===== config.mk =====
export PLATFORM = sky130hd
export DESIGN_NAME = pllo_phase_shift_ctrl_flat
export DESIGN_NICKNAME = d
export VERILOG_FILES = /design/src/rtl/pllo_phase_shift_ctrl_if.sv /design/src/rtl/pllo_phase_shift_ctrl.sv /design/src/flat_wrapper.sv
export SDC_FILE = /design/constraint.sdc
export NUM_CORES = 1
export LEC_CHECK = 0
export BUFFER_PORTS_ARGS = -buffer_cell sky130_fd_sc_hd__buf_2
export CAP_MARGIN = 20
export CORE_ASPECT_RATIO = 0.75
export CORE_MARGIN = 5
export CORE_UTILIZATION = 53
export DETAILED_ROUTE_END_ITERATION = 6
export PLACE_DENSITY = 0.76
export SYNTH_ARGS = -nofsm -noshare
export SYNTH_HDL_FRONTEND = slang
export SYNTH_SLANG_ARGS = --single-unit

===== constraint.sdc =====
create_clock -name clk_i -period 2.5 [get_ports clk_i]
set_clock_uncertainty 0.1 [all_clocks]
set_input_delay 0 -clock clk_i [delete_from_list [all_inputs] [get_ports clk_i]]
set_output_delay 0 -clock clk_i [all_outputs]
set_load 0.02 [all_outputs]

===== src/rtl/pllo_phase_shift_ctrl_if.sv =====
// Request/response channel between fabric control logic and the PLLO phase-shift controller.
interface pllo_phase_shift_ctrl_if;
    logic       req_valid;
    logic       req_ready;
    logic [1:0] req_sel;
    logic       req_dir;
    logic [7:0] req_steps;
    logic       done;
    logic       aborted;

    modport master (
        output req_valid, req_sel, req_dir, req_steps,
        input  req_ready, done, aborted
    );

    modport slave (
        input  req_valid, req_sel, req_dir, req_steps,
        output req_ready, done, aborted
    );
endinterface


===== src/rtl/pllo_phase_shift_ctrl.sv =====
// PLLO bring-up/relock sequencer and dynamic phase-shift pulse generator.
// Define PLLO_PS_POSITION_EN to add signed per-channel phase position counters (pos_b/c/d_o).
module pllo_phase_shift_ctrl #(
    parameter int RST_CYCLES   = 16,
    parameter int LOCK_STABLE  = 64,
    parameter int LOCK_TIMEOUT = 4096,
    parameter int SETUP_CYC    = 2,
    parameter int PULSE_W      = 2,
    parameter int GAP_CYC      = 4
) (
    input  logic                          clk_i,
    input  logic                          rst_i,
    pllo_phase_shift_ctrl_if.slave        req_if,
    input  logic                          pll_lock_i,
    input  logic                          relock_req_i,
    output logic                          pll_reset_o,
    output logic [1:0]                    pssel_o,
    output logic                          psdir_o,
    output logic                          pspulse_o,
    output logic                          ready_o,
    output logic                          lock_err_o
`ifdef PLLO_PS_POSITION_EN
    ,
    output logic [7:0]                    pos_b_o,
    output logic [7:0]                    pos_c_o,
    output logic [7:0]                    pos_d_o
`endif
);

    localparam int PH_MAX_A = (RST_CYCLES > SETUP_CYC) ? RST_CYCLES : SETUP_CYC;
    localparam int PH_MAX_B = (PULSE_W > GAP_CYC) ? PULSE_W : GAP_CYC;
    localparam int PH_MAX   = (PH_MAX_A > PH_MAX_B) ? PH_MAX_A : PH_MAX_B;
    localparam int PH_W     = $clog2(PH_MAX) + 1;
    localparam int ST_W     = $clog2(LOCK_STABLE) + 1;
    localparam int TO_W     = $clog2(LOCK_TIMEOUT) + 1;

    typedef enum logic [2:0] {
        ST_RST, ST_WAIT_LOCK, ST_IDLE, ST_SETUP, ST_PULSE, ST_GAP
    } state_t;

    state_t          state_q, state_d;
    logic [PH_W-1:0] ph_cnt_q, ph_cnt_d;
    logic [ST_W-1:0] stable_q, stable_d;
    logic [TO_W-1:0] timeout_q, timeout_d;
    logic [1:0]      sel_q, sel_d;
    logic            dir_q, dir_d;
    logic [7:0]      rem_q, rem_d;
    logic            relock_pend_q, relock_pend_d;
    logic            lock_err_q, lock_err_d;
    logic            noop_done_q, noop_done_d;
    logic            done_c, aborted_c, pulse_done, enter_rst, hs, busy;

    assign hs   = req_if.req_valid && (state_q == ST_IDLE);
    assign busy = (state_q == ST_SETUP) || (state_q == ST_PULSE) || (state_q == ST_GAP);

    always_comb begin
        state_d       = state_q;
        ph_cnt_d      = ph_cnt_q;
        stable_d      = stable_q;
        timeout_d     = timeout_q;
        sel_d         = sel_q;
        dir_d         = dir_q;
        rem_d         = rem_q;
        relock_pend_d = relock_pend_q;
        lock_err_d    = lock_err_q;
        noop_done_d   = 1'b0;
        done_c        = 1'b0;
        aborted_c     = 1'b0;
        pulse_done    = 1'b0;
        enter_rst     = 1'b0;

        case (state_q)
            ST_RST: begin
                if (ph_cnt_q == PH_W'(RST_CYCLES - 1)) begin
                    state_d   = ST_WAIT_LOCK;
                    ph_cnt_d  = '0;
                    stable_d  = '0;
                    timeout_d = '0;
                end else begin
                    ph_cnt_d = ph_cnt_q + 1'b1;
                end
            end
            ST_WAIT_LOCK: begin
                if (relock_req_i) begin
                    enter_rst = 1'b1;
                end else if (pll_lock_i && (stable_q == ST_W'(LOCK_STABLE - 1))) begin
                    state_d    = ST_IDLE;
                    lock_err_d = 1'b0;
                end else if (timeout_q == TO_W'(LOCK_TIMEOUT - 1)) begin
                    enter_rst  = 1'b1;
                    lock_err_d = 1'b1;
                end else begin
                    stable_d  = pll_lock_i ? stable_q + 1'b1 : '0;
                    timeout_d = timeout_q + 1'b1;
                end
            end
            ST_IDLE: begin
                // A handshake swallowed by a lock loss or relock is reported as aborted.
                if (!pll_lock_i || relock_req_i) begin
                    enter_rst = 1'b1;
                    done_c    = hs;
                    aborted_c = hs;
                    if (!pll_lock_i) lock_err_d = 1'b1;
                end else if (hs) begin
                    sel_d = req_if.req_sel;
                    dir_d = req_if.req_dir;
                    rem_d = req_if.req_steps;
                    if ((req_if.req_sel == 2'b00) || (req_if.req_steps == 8'd0)) begin
                        noop_done_d = 1'b1;
                    end else begin
                        state_d  = ST_SETUP;
                        ph_cnt_d = '0;
                    end
                end
            end
            ST_SETUP, ST_PULSE, ST_GAP: begin
                if (!pll_lock_i) begin
                    enter_rst  = 1'b1;
                    done_c     = 1'b1;
                    aborted_c  = 1'b1;
                    lock_err_d = 1'b1;
                end else begin
                    if (relock_req_i) relock_pend_d = 1'b1;
                    if (state_q == ST_SETUP) begin
                        if (ph_cnt_q == PH_W'(SETUP_CYC - 1)) begin
                            state_d  = ST_PULSE;
                            ph_cnt_d = '0;
                        end else begin
                            ph_cnt_d = ph_cnt_q + 1'b1;
                        end
                    end else if (state_q == ST_PULSE) begin
                        if (ph_cnt_q == PH_W'(PULSE_W - 1)) begin
                            state_d    = ST_GAP;
                            ph_cnt_d   = '0;
                            pulse_done = 1'b1;
                        end else begin
                            ph_cnt_d = ph_cnt_q + 1'b1;
                        end
                    end else begin
                        if (ph_cnt_q == PH_W'(GAP_CYC - 1)) begin
                            ph_cnt_d = '0;
                            if (rem_q == 8'd0) begin
                                done_c = 1'b1;
                                if (relock_pend_q || relock_req_i) enter_rst = 1'b1;
                                else                               state_d   = ST_IDLE;
                            end else begin
                                state_d = ST_PULSE;
                            end
                        end else begin
                            ph_cnt_d = ph_cnt_q + 1'b1;
                        end
                    end
                end
            end
            default: enter_rst = 1'b1;
        endcase

        if (pulse_done) rem_d = rem_q - 1'b1;

        if (enter_rst) begin
            state_d       = ST_RST;
            ph_cnt_d      = '0;
            relock_pend_d = 1'b0;
        end
    end

    always_ff @(posedge clk_i) begin
        if (rst_i) begin
            state_q       <= ST_RST;
            ph_cnt_q      <= '0;
            stable_q      <= '0;
            timeout_q     <= '0;
            sel_q         <= 2'b00;
            dir_q         <= 1'b0;
            rem_q         <= 8'd0;
            relock_pend_q <= 1'b0;
            lock_err_q    <= 1'b0;
            noop_done_q   <= 1'b0;
        end else begin
            state_q       <= state_d;
            ph_cnt_q      <= ph_cnt_d;
            stable_q      <= stable_d;
            timeout_q     <= timeout_d;
            sel_q         <= sel_d;
            dir_q         <= dir_d;
            rem_q         <= rem_d;
            relock_pend_q <= relock_pend_d;
            lock_err_q    <= lock_err_d;
            noop_done_q   <= noop_done_d;
        end
    end

    assign pll_reset_o      = (state_q == ST_RST);
    assign pspulse_o        = (state_q == ST_PULSE);
    assign ready_o          = (state_q == ST_IDLE);
    assign pssel_o          = busy ? sel_q : 2'b00;
    assign psdir_o          = busy & dir_q;
    assign lock_err_o       = lock_err_q;
    assign req_if.req_ready = (state_q == ST_IDLE);
    assign req_if.done      = done_c | noop_done_q;
    assign req_if.aborted   = aborted_c;

`ifdef PLLO_PS_POSITION_EN
    logic [7:0] pos_q [3];

    generate
        for (genvar gi = 0; gi < 3; gi++) begin : g_pos
            always_ff @(posedge clk_i) begin
                if (rst_i || enter_rst) begin
                    pos_q[gi] <= 8'd0;
                end else if (pulse_done && (sel_q == 2'(gi + 1))) begin
                    pos_q[gi] <= pos_q[gi] + (dir_q ? 8'd1 : 8'hFF);
                end
            end
        end
    endgenerate

    assign pos_b_o = pos_q[0];
    assign pos_c_o = pos_q[1];
    assign pos_d_o = pos_q[2];
`endif

endmodule

===== src/flat_wrapper.sv =====
// flat-port wrapper written by rule: the top's interface ports become plain ports
module pllo_phase_shift_ctrl_flat 
#(
    parameter int RST_CYCLES   = 16,
    parameter int LOCK_STABLE  = 64,
    parameter int LOCK_TIMEOUT = 4096,
    parameter int SETUP_CYC    = 2,
    parameter int PULSE_W      = 2,
    parameter int GAP_CYC      = 4
)
  (clk_i, rst_i, pll_lock_i, relock_req_i, pll_reset_o, pssel_o, psdir_o, pspulse_o, ready_o, lock_err_o, req_if_req_valid, req_if_req_sel, req_if_req_dir, req_if_req_steps, req_if_req_ready, req_if_done, req_if_aborted);
  pllo_phase_shift_ctrl_if req_if_i ();
  input  logic clk_i;
  input  logic rst_i;
  input  logic pll_lock_i;
  input  logic relock_req_i;
  output logic pll_reset_o;
  output logic [1:0] pssel_o;
  output logic psdir_o;
  output logic pspulse_o;
  output logic ready_o;
  output logic lock_err_o;
  input wire logic [$bits(req_if_i.req_valid)-1:0] req_if_req_valid;
  input wire logic [$bits(req_if_i.req_sel)-1:0] req_if_req_sel;
  input wire logic [$bits(req_if_i.req_dir)-1:0] req_if_req_dir;
  input wire logic [$bits(req_if_i.req_steps)-1:0] req_if_req_steps;
  output wire logic [$bits(req_if_i.req_ready)-1:0] req_if_req_ready;
  output wire logic [$bits(req_if_i.done)-1:0] req_if_done;
  output wire logic [$bits(req_if_i.aborted)-1:0] req_if_aborted;
  assign req_if_i.req_valid = req_if_req_valid;
  assign req_if_i.req_sel = req_if_req_sel;
  assign req_if_i.req_dir = req_if_req_dir;
  assign req_if_i.req_steps = req_if_req_steps;
  assign req_if_req_ready = req_if_i.req_ready;
  assign req_if_done = req_if_i.done;
  assign req_if_aborted = req_if_i.aborted;
  pllo_phase_shift_ctrl #(.RST_CYCLES(RST_CYCLES), .LOCK_STABLE(LOCK_STABLE), .LOCK_TIMEOUT(LOCK_TIMEOUT), .SETUP_CYC(SETUP_CYC), .PULSE_W(PULSE_W), .GAP_CYC(GAP_CYC)) u_core (.clk_i(clk_i), .rst_i(rst_i), .req_if(req_if_i), .pll_lock_i(pll_lock_i), .relock_req_i(relock_req_i), .pll_reset_o(pll_reset_o), .pssel_o(pssel_o), .psdir_o(psdir_o), .pspulse_o(pspulse_o), .ready_o(ready_o), .lock_err_o(lock_err_o));
endmodule

-- Yosys cells after proc, flatten, opt, wreduce, memory -nomap -nowiden
Cells that the tools add are included.
- logic and storage cells: 146
- input bits: 16
- register bits: 42
- reduce and logical (&&, ||, !) cells: 28
- muxes and demuxes: 73
- bitwise operators: 5
- add/subtract/negate cells: 4
- eq/ne operators: 26
- operators with widths (operator ; number):
    13-bit two-way mux ; 4
    5-bit two-way mux ; 9
    3-bit two-way mux ; 14
    7-bit two-way mux ; 5
    8-bit two-way mux ; 4
    1-bit two-way mux ; 28
    13-bit case mux with 2 select lines ; 1
    8-bit zero test ; 2
    5-bit case mux with 3 select lines ; 1
    7-bit case mux with 2 select lines ; 1
    13-bit by 1-bit adder with 13-bit output (second input constant) ; 1
    13-bit by 12-bit equality test with 1-bit output (second input constant) ; 1
    2-bit != test (second input constant) ; 6
    3-bit case mux with 4 select lines ; 1
    12-bit AND reduction ; 1
    2-bit by 1-bit != test with 1-bit output (second input constant) ; 5
    5-bit AND reduction ; 2
    3-bit AND reduction ; 3
    8-bit by 1-bit subtractor with 8-bit output (second input constant) ; 1
    7-bit by 1-bit adder with 7-bit output (second input constant) ; 1
    7-bit by 6-bit equality test with 1-bit output (second input constant) ; 1
    3-bit by 2-bit equality test with 1-bit output (second input constant) ; 2
    3-bit equality test (second input constant) ; 2
    2-bit nonzero test ; 3
    other kinds (28) ; 37

-- Logic depth before layout (Yosys ltp)
- depth after elaboration: 9
- mapped depth: 11
- depth with buffers taken out: 10

-- Worst setup path before layout
OpenSTA, ideal clock, no wires.
- kind: register to register
- from: register u_core.state_q[1]
- to: register u_core.state_q[0]
- path buffers: 2
- path slack: 0.060 ns
- required time: 2.327 ns
- arrival: 2.267 ns
- stages on the path, launching flop included: 10
- path through: dfxtp_1 > buf_4 > inv_1 > ha_1 > clkbuf_1 > o21bai_1 > nand3_1 > or4_4 > a311o_1 > a21oi_1
- longest elaborated chain between the ends: 6
- elaborated cells on any way between the ends: 30
- RTL lines (item ; line ; RTL):
    from (decl) ; pllo_phase_shift_ctrl.sv:41 ; state_t state_q, state_d;
    from (signal assigned) ; pllo_phase_shift_ctrl.sv:180 ; state_q <= state_d;
    3-bit equality test ; pllo_phase_shift_ctrl.sv:72, pllo_phase_shift_ctrl.sv:131 ;
    1-bit two-way mux ; pllo_phase_shift_ctrl.sv:131 ; end else if (state_q == ST_PULSE) begin
    1-bit two-way mux ; pllo_phase_shift_ctrl.sv:124 ; if (state_q == ST_SETUP) begin
    1-bit two-way mux ; pllo_phase_shift_ctrl.sv:117 ; if (!pll_lock_i) begin
    1-bit case mux with 4 select lines ; pllo_phase_shift_ctrl.sv:72 ; case (state_q)
    2-bit OR reduction (no line) ; - ;
Several ways; a longest one is shown, not always the timed one. The select of a mux whose other input is x is not followed.
A chain may end at the register's enable or synchronous reset.

-- Final worst setup path
- from: register u_core.rem_q[4]
- to: output req_if_done
- longest elaborated chain between the ends: 8
- RTL lines (item ; line ; RTL):
    from (decl) ; pllo_phase_shift_ctrl.sv:47 ; logic [7:0] rem_q, rem_d;
    from (signal assigned) ; pllo_phase_shift_ctrl.sv:186 ; rem_q <= rem_d;
    8-bit zero test ; pllo_phase_shift_ctrl.sv:142 ; if (rem_q == 8'd0) begin
    1-bit two-way mux ; pllo_phase_shift_ctrl.sv:142 ;
    1-bit two-way mux ; pllo_phase_shift_ctrl.sv:140 ; if (ph_cnt_q == PH_W'(GAP_CYC - 1)) begin
    1-bit two-way mux ; pllo_phase_shift_ctrl.sv:131 ;
    1-bit two-way mux ; pllo_phase_shift_ctrl.sv:124 ;
    1-bit two-way mux ; pllo_phase_shift_ctrl.sv:117 ;
    1-bit case mux with 2 select lines ; pllo_phase_shift_ctrl.sv:72 ;
    1-bit OR ; pllo_phase_shift_ctrl.sv:200 ; assign req_if.done = done_c | noop_done_q;
    to (decl) ; flat_wrapper.sv:28 ; output wire logic [$bits(req_if_i.done)-1:0] req_if_done;
Every way passes these cells.

==> summary.md <==
| Metric | Value |
|---|---|
| Die Height | `70.6 um` |
| Initial antenna violation count | `0` |
| Seq cells post-synth | `42` |
| Synth Area in Compound Gates | `0.188` |
| Crit. End Element | `primary output` |
| Placed cells | `420` |
| Sequential area share after synthesis | `0.324` |
| Min Tclk post-route | `2.42 ns` |
| # Max-Cap Violations | `0` |
| Final-layout fill cell count | `384` |
| Detailed Route Iter0 Violations | `293` |
| Required @ worst endpoint | `2.40 ns` |
| CTS max path bufs | `2` |
| CP Class | `reg2out` |
| Reg area | `848 um^2` |
| CTS tree | `built` |
| Fin cells | `440` |
| Layout Nets | `405` |
| Netlist cell types | `60` |
| P&R area growth vs syn | `22.8%` |
| RSZ-0062 raised after global routing | `yes` |
| Worst-path fanout max | `5` |
| Maximum VDD drop | `374 uV` |
| Simple-Gate Fraction of Synth Area | `0.350` |
| ANT cells | `0` |
| Worst skew pair latency | `0.30 ns` |
| Final period utilization | `0.968` |
| Fin. Hold Viols | `0` |
| Pwr Total | `1.23 mW` |
| Slew headroom | `0.500` |
| Max Transition Viols Final | `0` |
| Post-synth EDFFs | `0` |
| Die ar. | `6420 um^2` |
| CTS sink cnt | `42` |
| Xor-xnor portion of the synthesized cell area | `0.0337` |
| Hold WC Path Type | `in2reg` |
| Highest Clock Rate | `0.413 GHz` |
| IO buf count | `25` |
| Gpl congestion | `0.916` |
| CP Launch Type | `flop` |
| Largest net degree at the start of global routing | `25` |
| Post-Synth Adder-Cell Area | `0.0481` |
| Root buf cell | `clkbuf_8` |
| Final setup vio count | `0` |
| Num CTS Buffers | `5` |
| Drt pass-1 iters | `7` |
| Syn_nets | `356` |
| DR vias | `2726` |
| # DRC | `0` |
| Share of cells above drive strength 1 | `0.226` |
| Std cell rows | `22` |
| Reg clk slew, reported paths | `0.09 ns` |
| GRT overflow | `0` |
| Core Footprint | `4820 um^2` |
| Starting Density | `0.539` |
| Pleak | `1.24 nW` |
| Post-Route WL | `6.99 mm` |
| R2R Setup Slk | `0.08 ns` |
| GRT Resource Usage Total | `0.215` |
| Die X | `90.9 um` |
| H-tree levels | `2` |
| Global-route wire length before repair | `11.6 mm` |
| Hold_ws | `0.0287 ns` |
| Mapped Cells | `330` |
| Vias in the first global route | `2473` |
| Mux share of post-synthesis cell area | `0.00433` |
| Ports | `26` |
| Synthesized cell area | `2600 um^2` |
| Largest family of logic cells by synthesized area | `simple AND/OR/NAND/NOR gates` |
| Post-synth ARST share | `0` |
| Slew at the pin with the worst max-slew slack | `0.743 ns` |
| Main synth FF type | `dfxtp_1` |
| Vias/cell | `6.20` |
| Antenna-violating nets left | `0` |
| PwrDens | `386 nW/um^2` |
| Status | `complete, no violations` |
| Multi-input gate area | `1720 um^2` |
| Post-Syn Area per Cell | `7.87 um^2` |
| DP Wirelength | `4.74 mm` |
| Yosys warns | `0` |
| Average wire per standard cell | `15.9 um` |
| Post-CTS Setup Inserts | `0` |
| Data arrival, critical path | `2.32 ns` |
-- through the flow --
stage | setup slack [ns] | area [um^2] | util | TNS [ns]
2_1_floorplan | 0.0603 | 2600 | - | 0
3_3_place_gp | 0.0197 | 2870 | 0.596 | 0
3_5_place_dp | 0.00797 | 2870 | 0.596 | 0
4_1_cts | 0.0110 | 3100 | 0.644 | 0
5_1_grt | -0.0155 | 3190 | 0.662 | -0.0331
6_report | 0.0796 | 3190 | 0.662 | 0
-- path summary, 6_finish.rpt --
check | from | to | depth (start not counted)
hold reg to reg | u_core.timeout_q[12] | u_core.timeout_q[12] | 2
hold / removal | pll_lock_i | u_core.relock_pend_q | 3
setup / recovery | u_core.rem_q[4] | req_if_done | 5
setup reg to reg | u_core.ph_cnt_q[0] | u_core.state_q[0] | 7
-- cell usage after synthesis (6+ instances only) --
cell / number / area (um^2)
nor2_1: 35 / 131
dfxtp_1: 42 / 841
clkbuf_1: 11 / 41.3
nor2b_1: 6 / 37.5
ha_1: 10 / 125
nand3_1: 15 / 75.1
nand2_1: 32 / 120
xnor2_1: 8 / 70.1
a21oi_1: 25 / 125
o21ai_0: 11 / 55.1
a31oi_1: 6 / 37.5
nor4_1: 9 / 56.3
nor3_1: 9 / 45.0
inv_1: 13 / 48.8
-- metal layers --
| metal | wire [um] | track usage |
|---|---|---|
| met4 | 114 | 0.0554 |
| met1 | 3180 | 0.297 |
| met3 | 493 | 0.0499 |
| met2 | 3200 | 0.341 |
| met5 | 0 | 0 |
-- kinds of logic after synthesis --
group	count (synthesis)
simple gates	163
compound gates	74
flops	42
buf+inv	30
xor+xnor	10
fa+ha+maj	10
mux	1
-- area by class of cell --
type                       instances  area share
sequential                        42       0.266
clock inverter                     1     0.00275
inverter                          14      0.0165
clock buffer                       7      0.0271
tap                               60      0.0235
timing repair buffer              58       0.126
multi-input combinational        258       0.538
-- critical path, stage by stage (launching register included) --
cell     delay [ns]
dfxtp_1        0.35
or4_4          0.58
or4b_4         0.53
nor4_2         0.23
or3_1          0.17
buf_2          0.16
-- report_power, final --
| part | switching [mW] | internal [mW] | total (mW) |
|---|---|---|---|
| clock | 0.243 | 0.228 | 0.472 |
| sequential | 0.00545 | 0.672 | 0.678 |
| combinational | 0.0427 | 0.0409 | 0.0836 |
-- sequential cells by signal (all words and copies together), names as in the netlist --
name                  cells
u_core.timeout_q         13
u_core.rem_q              8
u_core.stable_q           7
u_core.ph_cnt_q           5
u_core.state_q            3
u_core.sel_q              2
u_core.dir_q              1
u_core.lock_err_o         1
u_core.noop_done_q        1
u_core.relock_pend_q      1
-- placed cells by master, fill, tap and decap left out, drive strengths merged, types with 5 or more instances in the layout --
cell,count
nor4b,5
dfxtp,42
and2,5
nor2,35
nand2,32
buf,46
inv,15
a31oi,6
nor3,9
dlygate4sd3,12
or3,5
ha,10
a21oi,26
nand4,5
xnor2,8
o21ai,13
clkbuf,7
nand2b,5
or4,7
a221oi,5
nand3,15
nor4,10
nor2b,6
-- repair_timing --
action	4_1_cts	5_1_grt
endpoints found under the setup margin	5	22
gates resized for setup	2	22
hold endpoints to repair	13	0
cloned	0	0
pin swaps	0	4
hold buffers	12	0
Power figures use the tool's default switching activity.
